**config.mk**
```make
export PLATFORM = sky130hd
export DESIGN_NAME = controle_multiciclo
export DESIGN_NICKNAME = d
export VERILOG_FILES = /design/src/rtl/controle_multiciclo.sv
export SDC_FILE = /design/constraint.sdc
export NUM_CORES = 1
export LEC_CHECK = 0
export CORE_MARGIN = 2
export CORE_UTILIZATION = 35
export CTS_CLUSTER_DIAMETER = 30
export DETAILED_ROUTE_END_ITERATION = 6
export PLACE_DENSITY = 0.69
export REMOVE_ABC_BUFFERS = 1
export SETUP_SLACK_MARGIN = 0.02
export SYNTH_ARGS = -nofsm -noshare
export SYNTH_HDL_FRONTEND = slang
export SYNTH_SLANG_ARGS = --single-unit
```
**constraint.sdc**
```tcl
create_clock -name clk -period 2.38 [get_ports clk]
set_input_delay 0.476 -clock clk [delete_from_list [all_inputs] [get_ports clk]]
set_output_delay 0.476 -clock clk [all_outputs]
set_load 0.005 [all_outputs]
```
**src/rtl/controle_multiciclo.sv**
```systemverilog
// Multicycle MIPS-style control unit: 12-state FSM with a memory-wait watchdog.
// Define CONTROLE_ADDI_EN to enable the addi (opcode 001000) execute/writeback path.
module controle_multiciclo #(
    parameter int unsigned MEM_TIMEOUT = 15
) (
    input  logic       clk,
    input  logic       rst_n,
    input  logic [5:0] opcode,
    input  logic [5:0] funct,
    input  logic       Zero,
    input  logic       mem_ready,
    output logic       IorD,
    output logic       IRWrite,
    output logic       MemWrite,
    output logic       RegWrite,
    output logic       RegDst,
    output logic       MemtoReg,
    output logic       ALUSrcA,
    output logic       PCEn,
    output logic       erro,
    output logic [1:0] ALUSrcB,
    output logic [1:0] PCSrc,
    output logic [2:0] ULAControl,
    output logic [3:0] estado
);

    typedef enum logic [3:0] {
        StFetch   = 4'd0,
        StDecode  = 4'd1,
        StMemAdr  = 4'd2,
        StMemRd   = 4'd3,
        StMemWb   = 4'd4,
        StMemWr   = 4'd5,
        StExecute = 4'd6,
        StAluWb   = 4'd7,
        StBranch  = 4'd8,
        StAddiEx  = 4'd9,
        StAddiWb  = 4'd10,
        StJump    = 4'd11
    } state_t;

    localparam logic [5:0] OpLw    = 6'b100011;
    localparam logic [5:0] OpSw    = 6'b101011;
    localparam logic [5:0] OpRtype = 6'b000000;
    localparam logic [5:0] OpBeq   = 6'b000100;
    localparam logic [5:0] OpJ     = 6'b000010;
`ifdef CONTROLE_ADDI_EN
    localparam logic [5:0] OpAddi  = 6'b001000;
`endif

    localparam int unsigned  CntW   = (MEM_TIMEOUT > 15) ? $clog2(MEM_TIMEOUT + 1) : 4;
    localparam logic [CntW-1:0] CntMax = CntW'(MEM_TIMEOUT);

    state_t          state_q, state_d;
    logic [CntW-1:0] cnt_q, cnt_d;
    logic            waiting;
    logic            timeout;

    assign estado  = state_q;
    assign waiting = (state_q == StFetch) || (state_q == StMemRd) || (state_q == StMemWr);
    assign timeout = (MEM_TIMEOUT != 0) && waiting && !mem_ready && (cnt_q == CntMax);

    // The counter is nonzero only while stalled in a wait state; every exit clears it,
    // so each entry into FETCH/MEMRD/MEMWR starts from zero. It saturates when timeout is off.
    always_comb begin
        if (waiting && !mem_ready && !timeout) begin
            cnt_d = (cnt_q == '1) ? cnt_q : cnt_q + 1'b1;
        end else begin
            cnt_d = '0;
        end
    end

    always_comb begin
        IorD       = 1'b0;
        IRWrite    = 1'b0;
        MemWrite   = 1'b0;
        RegWrite   = 1'b0;
        RegDst     = 1'b0;
        MemtoReg   = 1'b0;
        ALUSrcA    = 1'b0;
        PCEn       = 1'b0;
        erro       = 1'b0;
        ALUSrcB    = 2'b00;
        PCSrc      = 2'b00;
        ULAControl = 3'b010;
        state_d    = StFetch;

        case (state_q)
            StFetch: begin
                ALUSrcB = 2'b01;
                if (mem_ready) begin
                    IRWrite = 1'b1;
                    PCEn    = 1'b1;
                    state_d = StDecode;
                end else begin
                    erro    = timeout;
                    state_d = StFetch;
                end
            end
            StDecode: begin
                ALUSrcB = 2'b11;
                case (opcode)
                    OpLw, OpSw: state_d = StMemAdr;
                    OpRtype:    state_d = StExecute;
                    OpBeq:      state_d = StBranch;
`ifdef CONTROLE_ADDI_EN
                    OpAddi:     state_d = StAddiEx;
`endif
                    OpJ:        state_d = StJump;
                    default: begin
                        erro    = 1'b1;
                        state_d = StFetch;
                    end
                endcase
            end
            StMemAdr: begin
                ALUSrcA = 1'b1;
                ALUSrcB = 2'b10;
                if (opcode == OpLw) begin
                    state_d = StMemRd;
                end else if (opcode == OpSw) begin
                    state_d = StMemWr;
                end else begin
                    state_d = StFetch;
                end
            end
            StMemRd: begin
                IorD = 1'b1;
                if (mem_ready) begin
                    state_d = StMemWb;
                end else if (timeout) begin
                    erro    = 1'b1;
                    state_d = StFetch;
                end else begin
                    state_d = StMemRd;
                end
            end
            StMemWb: begin
                MemtoReg = 1'b1;
                RegWrite = 1'b1;
                state_d  = StFetch;
            end
            StMemWr: begin
                IorD = 1'b1;
                if (mem_ready) begin
                    MemWrite = 1'b1;
                    state_d  = StFetch;
                end else if (timeout) begin
                    erro    = 1'b1;
                    state_d = StFetch;
                end else begin
                    MemWrite = 1'b1;
                    state_d  = StMemWr;
                end
            end
            StExecute: begin
                ALUSrcA = 1'b1;
                state_d = StAluWb;
                case (funct)
                    6'b100100: ULAControl = 3'b000;
                    6'b100101: ULAControl = 3'b001;
                    6'b100000: ULAControl = 3'b010;
                    6'b100111: ULAControl = 3'b011;
                    6'b100010: ULAControl = 3'b110;
                    6'b101010: ULAControl = 3'b111;
                    default: begin
                        erro    = 1'b1;
                        state_d = StFetch;
                    end
                endcase
            end
            StAluWb: begin
                RegDst   = 1'b1;
                RegWrite = 1'b1;
                state_d  = StFetch;
            end
            StBranch: begin
                ALUSrcA    = 1'b1;
                ULAControl = 3'b110;
                PCSrc      = 2'b01;
                PCEn       = Zero;
                state_d    = StFetch;
            end
`ifdef CONTROLE_ADDI_EN
            StAddiEx: begin
                ALUSrcA = 1'b1;
                ALUSrcB = 2'b10;
                state_d = StAddiWb;
            end
            StAddiWb: begin
                RegWrite = 1'b1;
                state_d  = StFetch;
            end
`endif
            StJump: begin
                PCSrc   = 2'b10;
                PCEn    = 1'b1;
                state_d = StFetch;
            end
            default: state_d = StFetch;
        endcase

        // Reset is asynchronous, so enables must drop before any clock edge arrives.
        if (!rst_n) begin
            IRWrite  = 1'b0;
            PCEn     = 1'b0;
            MemWrite = 1'b0;
            RegWrite = 1'b0;
            erro     = 1'b0;
        end
    end

    always_ff @(posedge clk or negedge rst_n) begin
        if (!rst_n) begin
            state_q <= StFetch;
            cnt_q   <= '0;
        end else begin
            state_q <= state_d;
            cnt_q   <= cnt_d;
        end
    end

endmodule

```
After elaboration in Yosys (flattened, before gate mapping):

Cells that the tools add are included.

* output and inout port bits: 20
* register bits after elaboration: 8
* bits of input ports: 16
* word-level logic and storage cells: 77

* equality and inequality tests: 21
* muxes and demuxes: 38
* reductions and logical operators: 15
* add/sub/neg operators: 1

Operators by type and width (number)
* == test 6 bit, second input constant: 8
* case mux 4 bit (6 select lines): 1
* two-way mux 1 bit: 21
* two-way mux 3 bit: 6
* == test 4 x 3 -> 1 bit, second input constant: 4
* case mux 4 bit (4 select lines): 1
* case mux 3 bit (5 select lines): 1
* == test 4 bit, second input constant: 3
* == test 4 x 2 -> 1 bit, second input constant: 2
* two-way mux 4 bit: 2
* == test 6 x 2 -> 1 bit, second input constant: 1
* == test 6 x 3 -> 1 bit, second input constant: 1
* zero test 6 bit: 1
* case mux 2 bit (3 select lines): 1
* case mux 3 bit (2 select lines): 1
* OR reduction 2 bit: 3
* OR reduction 6 bit: 1
* OR reduction 5 bit: 1
* adder 4 x 1 -> 4 bit, second input constant: 1
* == test 4 x 1 -> 1 bit, second input constant: 1
* zero test 4 bit: 1
* case mux 1 bit (4 select lines): 1
* case mux 2 bit (2 select lines): 1
* logical AND 1 bit: 3
* 6 further kinds: 8

Depth between registers and ports, before layout:

Gate-level depths: netlist (run 1).

* depth in word-level cells: 9
* mapped depth: 7

Least setup slack after synthesis (run 1):

Ideal clock, no wire load.

* kind: input-to-output
* start point: in funct[1]
* end point: out erro
* path buffers: 0
* data required time: 1.904 ns
* stages on the path: 5
* slack: 0.533 ns
* arrival: 1.371 ns
* cell sequence: nor2b_1 -> o21ai_0 -> nor4b_1 -> o32ai_1 -> o21a_1

* cells in the longest elaborated chain, start to end: 5
* elaborated cells on any way between the ends: 10

Ends and longest elaborated chain
* start, declared: line 9 `input logic [5:0] funct,`
* == test 6 bit: line 159 `case (funct)`
* OR reduction 6 bit (no line) *
* two-way mux 1 bit *: line 159
* case mux 1 bit (4 select lines) *: line 88 `case (state_q)`
* two-way mux 1 bit *: line 204 `if (!rst_n) begin`
* end, declared: line 20 `output logic erro,`

Every way passes the cells marked *; elsewhere a longest branch is shown, timed or not.

Worst setup path in the final report (run 1):

* start point: in funct[3]
* end point: out erro

Same word-level chain as after synthesis.

==> reports/summary.json, run 1 <==
{
  "outcome": {
    "outcome": "finished, final reports clean"
  },
  "setup_path": {
    "arrival_ns": 1.85,
    "critPathRequiredTime_ns": 1.90,
    "worst-path-buf-inv": 2,
    "timing.critical_path.from_type": "input pin",
    "critical_path.endpoint_type": "output port",
    "critical_path.cell_chain": "dlygate4sd2_1, nor2b_2, nor4b_4, o32ai_2, o21a_1, dlygate4sd2_1",
    "timing.setup.critical_path_class": "input pin to output port",
    "cpMaxStageDelayCell": "nor4b_4",
    "critical_path.max_stage_delay_ns": 0.33,
    "setup.reg_to_reg.worst_slack_ns": 0.75,
    "r2r-start": "estado[1]",
    "rr_endpoint": "estado[1]",
    "length_in_cells_of_the_worst_reg_to_reg_path": 5,
    "path_max_fanout": 5,
    "critical-path-top-delay-family": "buffers and inverters",
    "critPathMostFrequentCell": "dlygate4sd2_1"
  },
  "hold_path": {
    "hold_worst_path_end": "cnt_q[0]",
    "worstHoldPathType": "register to register",
    "min_from": "cnt_q[0]",
    "holdPathStages": 1
  },
  "routing": {
    "drtAntennaViolNets": 0,
    "drc": 0,
    "drtPass1Iterations": 4,
    "vias_per_cell": 5.38,
    "wire_per_inst_microns": 13.8,
    "via_count": 1044,
    "drt-total-wl_mm": 2.67,
    "first_iter_violations": 29
  },
  "die": {
    "top_level_ports": 36,
    "initial_core_util_pct": 37.0,
    "die_height_microns": 52.1,
    "dieWidth_microns": 52.1,
    "core-area_sq_um": 2190,
    "die_area_sq_um": 2720,
    "rows": 17
  },
  "layout": {
    "final_common_cell": "buf_4",
    "final_area_sq_um": 1540,
    "post_route_cells_drive_above_1_share_pct": 35.2,
    "most-common-layout-cells": "31 x buf_4, 17 x clkdlybuf4s50_1, 14 x nor2_1",
    "layout_nets": 184,
    "postLayoutCoreUtil_pct": 70.1,
    "area_growth_syn_to_layout_pct": 89.4
  },
  "global_routing": {
    "first_global_vias": 1026,
    "grt_start_max_net_pins": 9,
    "gr-total-overflow": 0,
    "grt.total_usage_pct": 21.5,
    "grt_antenna_before_repair": 0,
    "grt_first_pass_wirelength_mm": 4.39
  },
  "sta": {
    "finalSetupTns_ns": 0,
    "rsz0062_at_grt": "no",
    "final-setup-viol-count": 0,
    "period_minus_slack_ns": 2.32,
    "timing.slew.headroom_pct": 82.1,
    "clock_skew_ns": 0.00181,
    "hold_viol": 0,
    "finalCritPeriodShare_pct": 97.6,
    "max_freq_ghz": 0.431,
    "worst_slew_pin_slew_ns": 0.266,
    "hold_ws_ns": 0.464,
    "timing.final.max_slew_violations": 0
  },
  "placement": {
    "dp.final_hpwl_mm": 1.98,
    "post_dp_cell_area_sq_um": 1350,
    "port_buffer_count": 35,
    "gp_congestion": 0.768
  },
  "yosys": {
    "mappedNetlistArea_sq_um": 811,
    "synth-seq-cells": 8,
    "asyncSetResetFlopFracSynth_pct": 100,
    "yosys_warnings": 0,
    "synth_cell_type_count": 40,
    "synth-edff-count": 0,
    "synth_cells": 99,
    "synth_area_per_cell_sq_um": 8.19,
    "ys.flop_type": "dfrtp_1",
    "synth_seq_area_share_pct": 24.7
  },
  "clock_network": {
    "insertion_delay_ns": 0.25,
    "number_of_cts_inserted_buffers": 3,
    "htreeDepth": 1,
    "clk_path_buf_depth": 2,
    "clockRootBuffer": "clkbuf_4",
    "clk_pin_slew_worst_paths_ns": 0.05,
    "cts-hold-fix-buffers": 0,
    "cts_tree": "built",
    "cts.sinks": 8
  },
  "pwr": {
    "max-vdd-ir-drop_uv": 328,
    "p_total_uw": 426,
    "power.density_nw_per_um2": 277,
    "leakagePower_nw": 0.744
  },
  "run": {
    "maxCapViolations": 0
  }
}
==> state kept, by name, indices dropped and copies added, names as in the netlist <==
signal  count
cnt_q       4
estado      4
==> power by group <==
part	total (mW)	leakage [nW]	internal [mW]	switching, mW
combinational	0.175	0.623	0.0986	0.0763
sequential	0.148	0.107	0.143	0.00471
clock	0.103	0.0138	0.0577	0.0456
==> cell families (layout without fill, tap and decap cells) <==
| logic type | after synthesis | after routing | share of synthesized area [%] |
|---|---|---|---|
| adders and majority gates | 1 | 1 | 1.54 |
| and+or+nand+nor | 60 | 60 | 45.2 |
| DFF | 8 | 8 | 24.7 |
| muxes | 2 | 2 | 2.62 |
| AOI/OAI and AO/OA | 16 | 16 | 14.2 |
| other | 0 | 1 | 0 |
| buffers and inverters | 7 | 73 | 6.33 |
| xor gates and xnor gates | 5 | 5 | 5.40 |
==> worst reg2reg max path: stages (launching register included) <==
cell and delay [ns]:
dfrtp_1 0.40, buf_4 0.17, nand2b_4 0.17, or4_4 0.45
o221ai_1 0.20, a221o_1 0.18
==> timing repair <==
| item | 4_1_cts | 5_1_grt |
|---|---|---|
| pin swaps | 2 | 4 |
| setup endpoints to repair | 9 | 7 |
| gates resized for setup | 25 | 18 |
| setup buffers | 4 | 3 |
==> Yosys cell counts (all sizes together) (2+ instances only) <==
| cell type | n | share of area (%) |
|---|---|---|
| dfrtp | 8 | 25 |
| nand2b | 5 | 6.0 |
| nand3b | 3 | 2.8 |
| xor2 | 2 | 2.2 |
| or2 | 2 | 1.5 |
| nor2 | 15 | 7.3 |
| nand3 | 5 | 3.1 |
| nor2b | 4 | 3.1 |
| buf | 5 | 5.4 |
| inv | 2 | 0.93 |
| a21oi | 4 | 2.5 |
| o21ai | 3 | 1.9 |
| nor4 | 3 | 2.3 |
| nand2 | 6 | 2.8 |
| nor4b | 2 | 2.2 |
| xnor2 | 3 | 3.2 |
| nor3b | 2 | 1.9 |
| or3 | 2 | 1.5 |
| nor3 | 6 | 5.1 |
| a221o | 2 | 2.5 |
| o32ai | 2 | 2.2 |
==> area by class of cell <==
class                           instances  area (sq um)
Clock buffer                            3          22.5
Antenna cell                            1          2.50
Sequential cell                         8           201
Multi-Input combinational cell         84           653
Fill cell                             167           656
Tap cell                               28          35.0
Timing Repair Buffer                   68           613
Inverter                                2          7.51
==> per-layer routing <==
layer,GRT usage (%),up-vias,part of all wire (%),wire length [microns]
li1,-,496,-,-
met1,27.3,488,41,1090
met2,36.7,54,50,1340
met3,3.45,6,7.3,194
met4,7.26,0,1.7,46
met5,0,-,0,0
==> worst max path at each step <==
stage | start | to | slack (ns) | cells past startpoint
finish | funct[3] | erro | 0.06 | 6
global route | opcode[4] | erro | 0.02 | 6
CTS | funct[1] | erro | -0.09 | 7
detailed placement | funct[0] | erro | -0.51 | 7
global placement | funct[1] | erro | -0.42 | 7
floorplan | estado[0] | ULAControl[1] | 0.41 | 4
==> through the flow <==
stage | cells | setup WS [ns]
3_5_place_dp | 183 | -0.515
5_1_grt | 193 | 0.0151
6_report | 194 | 0.0577
3_3_place_gp | 183 | -0.417
4_1_cts | 190 | -0.0892
2_1_floorplan | 94 | 0.410
No activity file was read; power rests on OpenSTA's default activity.
==> inputs of run 2 (changes only) <==
GPL_TIMING_DRIVEN = 0   (was default)
==> run 2 against run 1 <==
  * Worst hold slack lost 0.37 ns
  * Largest power group is now registers
  * Sequential power is essentially flat
  * Via count decreased by 11%
  * Sequential share of layout area rose by 2.2 points
  * Worst setup slack worse by 0.010 ns
  * Critical path type unchanged
  * Routed wire length fell by 13%
  * Maximum frequency decreased by 0.44%
  * Clock skew barely moved
  * Critical endpoint unchanged
==> reports/summary.json, run 2 (synthesized netlist as in run 1, its figures left out) <==
{
  "placement": {
    "port_buffer_count": 35,
    "gp_congestion": 0.720,
    "place_inst": 157,
    "dp.final_hpwl_mm": 1.59
  },
  "routing": {
    "drt-total-wl_mm": 2.32,
    "wire_per_inst_microns": 13.5,
    "first_iter_violations": 17,
    "drc": 0,
    "drtAntennaViolNets": 0,
    "vias_per_cell": 5.38,
    "drtPass1Iterations": 4,
    "via_count": 926
  },
  "die": {
    "core-area_sq_um": 2190,
    "top_level_ports": 36,
    "dieWidth_microns": 52.1,
    "rows": 17,
    "initial_core_util_pct": 37.0,
    "die_height_microns": 52.1,
    "die_area_sq_um": 2720
  },
  "sta": {
    "timing.slew.headroom_pct": 76.0,
    "clock_skew_ns": 0.00150,
    "rsz0062_at_grt": "yes",
    "period_minus_slack_ns": 2.33,
    "finalCritPeriodShare_pct": 98.0,
    "hold_viol": 0,
    "final-setup-viol-count": 0,
    "hold_ws_ns": 0.0914,
    "worst_slew_pin_slew_ns": 0.356,
    "timing.final.max_slew_violations": 0,
    "max_freq_ghz": 0.429
  },
  "layout": {
    "layout_nets": 163,
    "area.sequential_sq_um": 205,
    "final_non_filler_cells": 172,
    "post_route_cells_drive_above_1_share_pct": 29.9,
    "postLayoutCoreUtil_pct": 61.3,
    "layout.filler_cells": 199,
    "final_common_cell": "clkdlybuf4s50_1",
    "most-common-layout-cells": "19 x clkdlybuf4s50_1, 14 x nor2_1, 12 x dlygate4sd2_1",
    "multiInputGateArea_sq_um": 648,
    "area_growth_syn_to_layout_pct": 65.6,
    "antenna_cells": 0
  },
  "pwr": {
    "power.density_nw_per_um2": 292,
    "p_sw_uw": 117,
    "max-vdd-ir-drop_uv": 235,
    "combinationalPowerShare_pct": 35.6,
    "clockPowerShare_pct": 26.3,
    "intPower_uw": 275,
    "leakagePower_nw": 0.569,
    "p_total_uw": 392,
    "power.share.switching_pct": 29.9,
    "power_frac_seq_pct": 38.1
  },
  "clock_network": {
    "clockRootBuffer": "clkbuf_4",
    "cts-hold-fix-buffers": 0,
    "clk_path_buf_depth": 2,
    "insertion_delay_ns": 0.25,
    "htreeDepth": 1,
    "cts_tree": "built",
    "clk_pin_slew_worst_paths_ns": 0.05,
    "cts.sinks": 8,
    "number_of_cts_inserted_buffers": 3
  },
  "global_routing": {
    "grt.total_usage_pct": 17.6,
    "grt_antenna_before_repair": 0,
    "first_global_vias": 812,
    "grt_start_max_net_pins": 14,
    "grt_first_pass_wirelength_mm": 3.57,
    "gr-total-overflow": 0
  },
  "setup_path": {
    "timing.critical_path.from_type": "input pin",
    "critical_path.endpoint_type": "output port",
    "path_max_fanout": 3,
    "timing.setup.critical_path_class": "input pin to output port",
    "critPathRequiredTime_ns": 1.90,
    "arrival_ns": 1.86,
    "length_in_cells_of_the_worst_reg_to_reg_path": 5
  },
  "hold_path": {
    "worstHoldPathType": "input pin to asynchronous set/reset pin"
  },
  "outcome": {
    "outcome": "finished, final reports clean"
  },
  "run": {
    "maxCapViolations": 0
  }
}
[run 2: metal layers]
metal  vias up  GRT usage (%)  wire (microns)  part of all wire [%]
li1        460              -               -                     -
met1       425           22.0            1000                    43
met2        37           31.0            1140                    49
met3         4          0.287             134                   5.8
met4         0           8.97              44                   1.9
met5         -              0               0                     0
[run 2: through the flow]
step                setup slack (ns)  TNS (ns)  area (sq um)
floorplan                      0.410         0           767
global placement              -0.505     -1.65          1150
detailed placement            -0.500     -1.75          1150
CTS                           0.0317         0          1260
global route                 -0.0126   -0.0126          1340
finish                        0.0474         0          1340
[run 2: what timing repair did]
action / 4_1_cts / 5_1_grt
pin swaps: 3 / 4
endpoints found under the setup margin: 10 / 8
buffers inserted: 5 / 7
gates resized for setup: 31 / 14
[run 2: critical path, cell delays in order]
cell and delay, ns:
dlygate4sd2_1 0.28, nor2b_2 0.19, nor4b_4 0.31, o32ai_2 0.15, o21a_1 0.20, dlygate4sd2_1 0.26
[run 2: cell type report]
type | instances | share of cell area (%)
flip-flops and latches | 8 | 15.3
well taps | 28 | 2.61
multi-input cells | 84 | 48.3
inverters | 2 | 0.559
clock buffers | 3 | 1.68
repair buffers | 47 | 31.6
[run 2: worst paths after layout]
kind | start | endpoint | slack [ns]
max | funct[0] | erro | 0.05
max in group asynchronous | rst_n | estado[2] | 2.05
max reg2reg | estado[1] | estado[1] | 0.69
min | rst_n | estado[3] | 0.09
min reg2reg | cnt_q[0] | cnt_q[0] | 0.47
min in group clk | cnt_q[0] | cnt_q[0] | 0.47
[run 2: power groups by stage]
stage / Clock [mW] / Sequential [mW] / Combinational [mW]
5_1_grt: 0.114 / 0.150 / 0.153
2_1_floorplan: 0 / 0.156 / 0.0516
3_5_place_dp: 0 / 0.158 / 0.117
4_1_cts: 0.106 / 0.150 / 0.130
3_3_place_gp: 0 / 0.158 / 0.115
6_report: 0.103 / 0.150 / 0.140
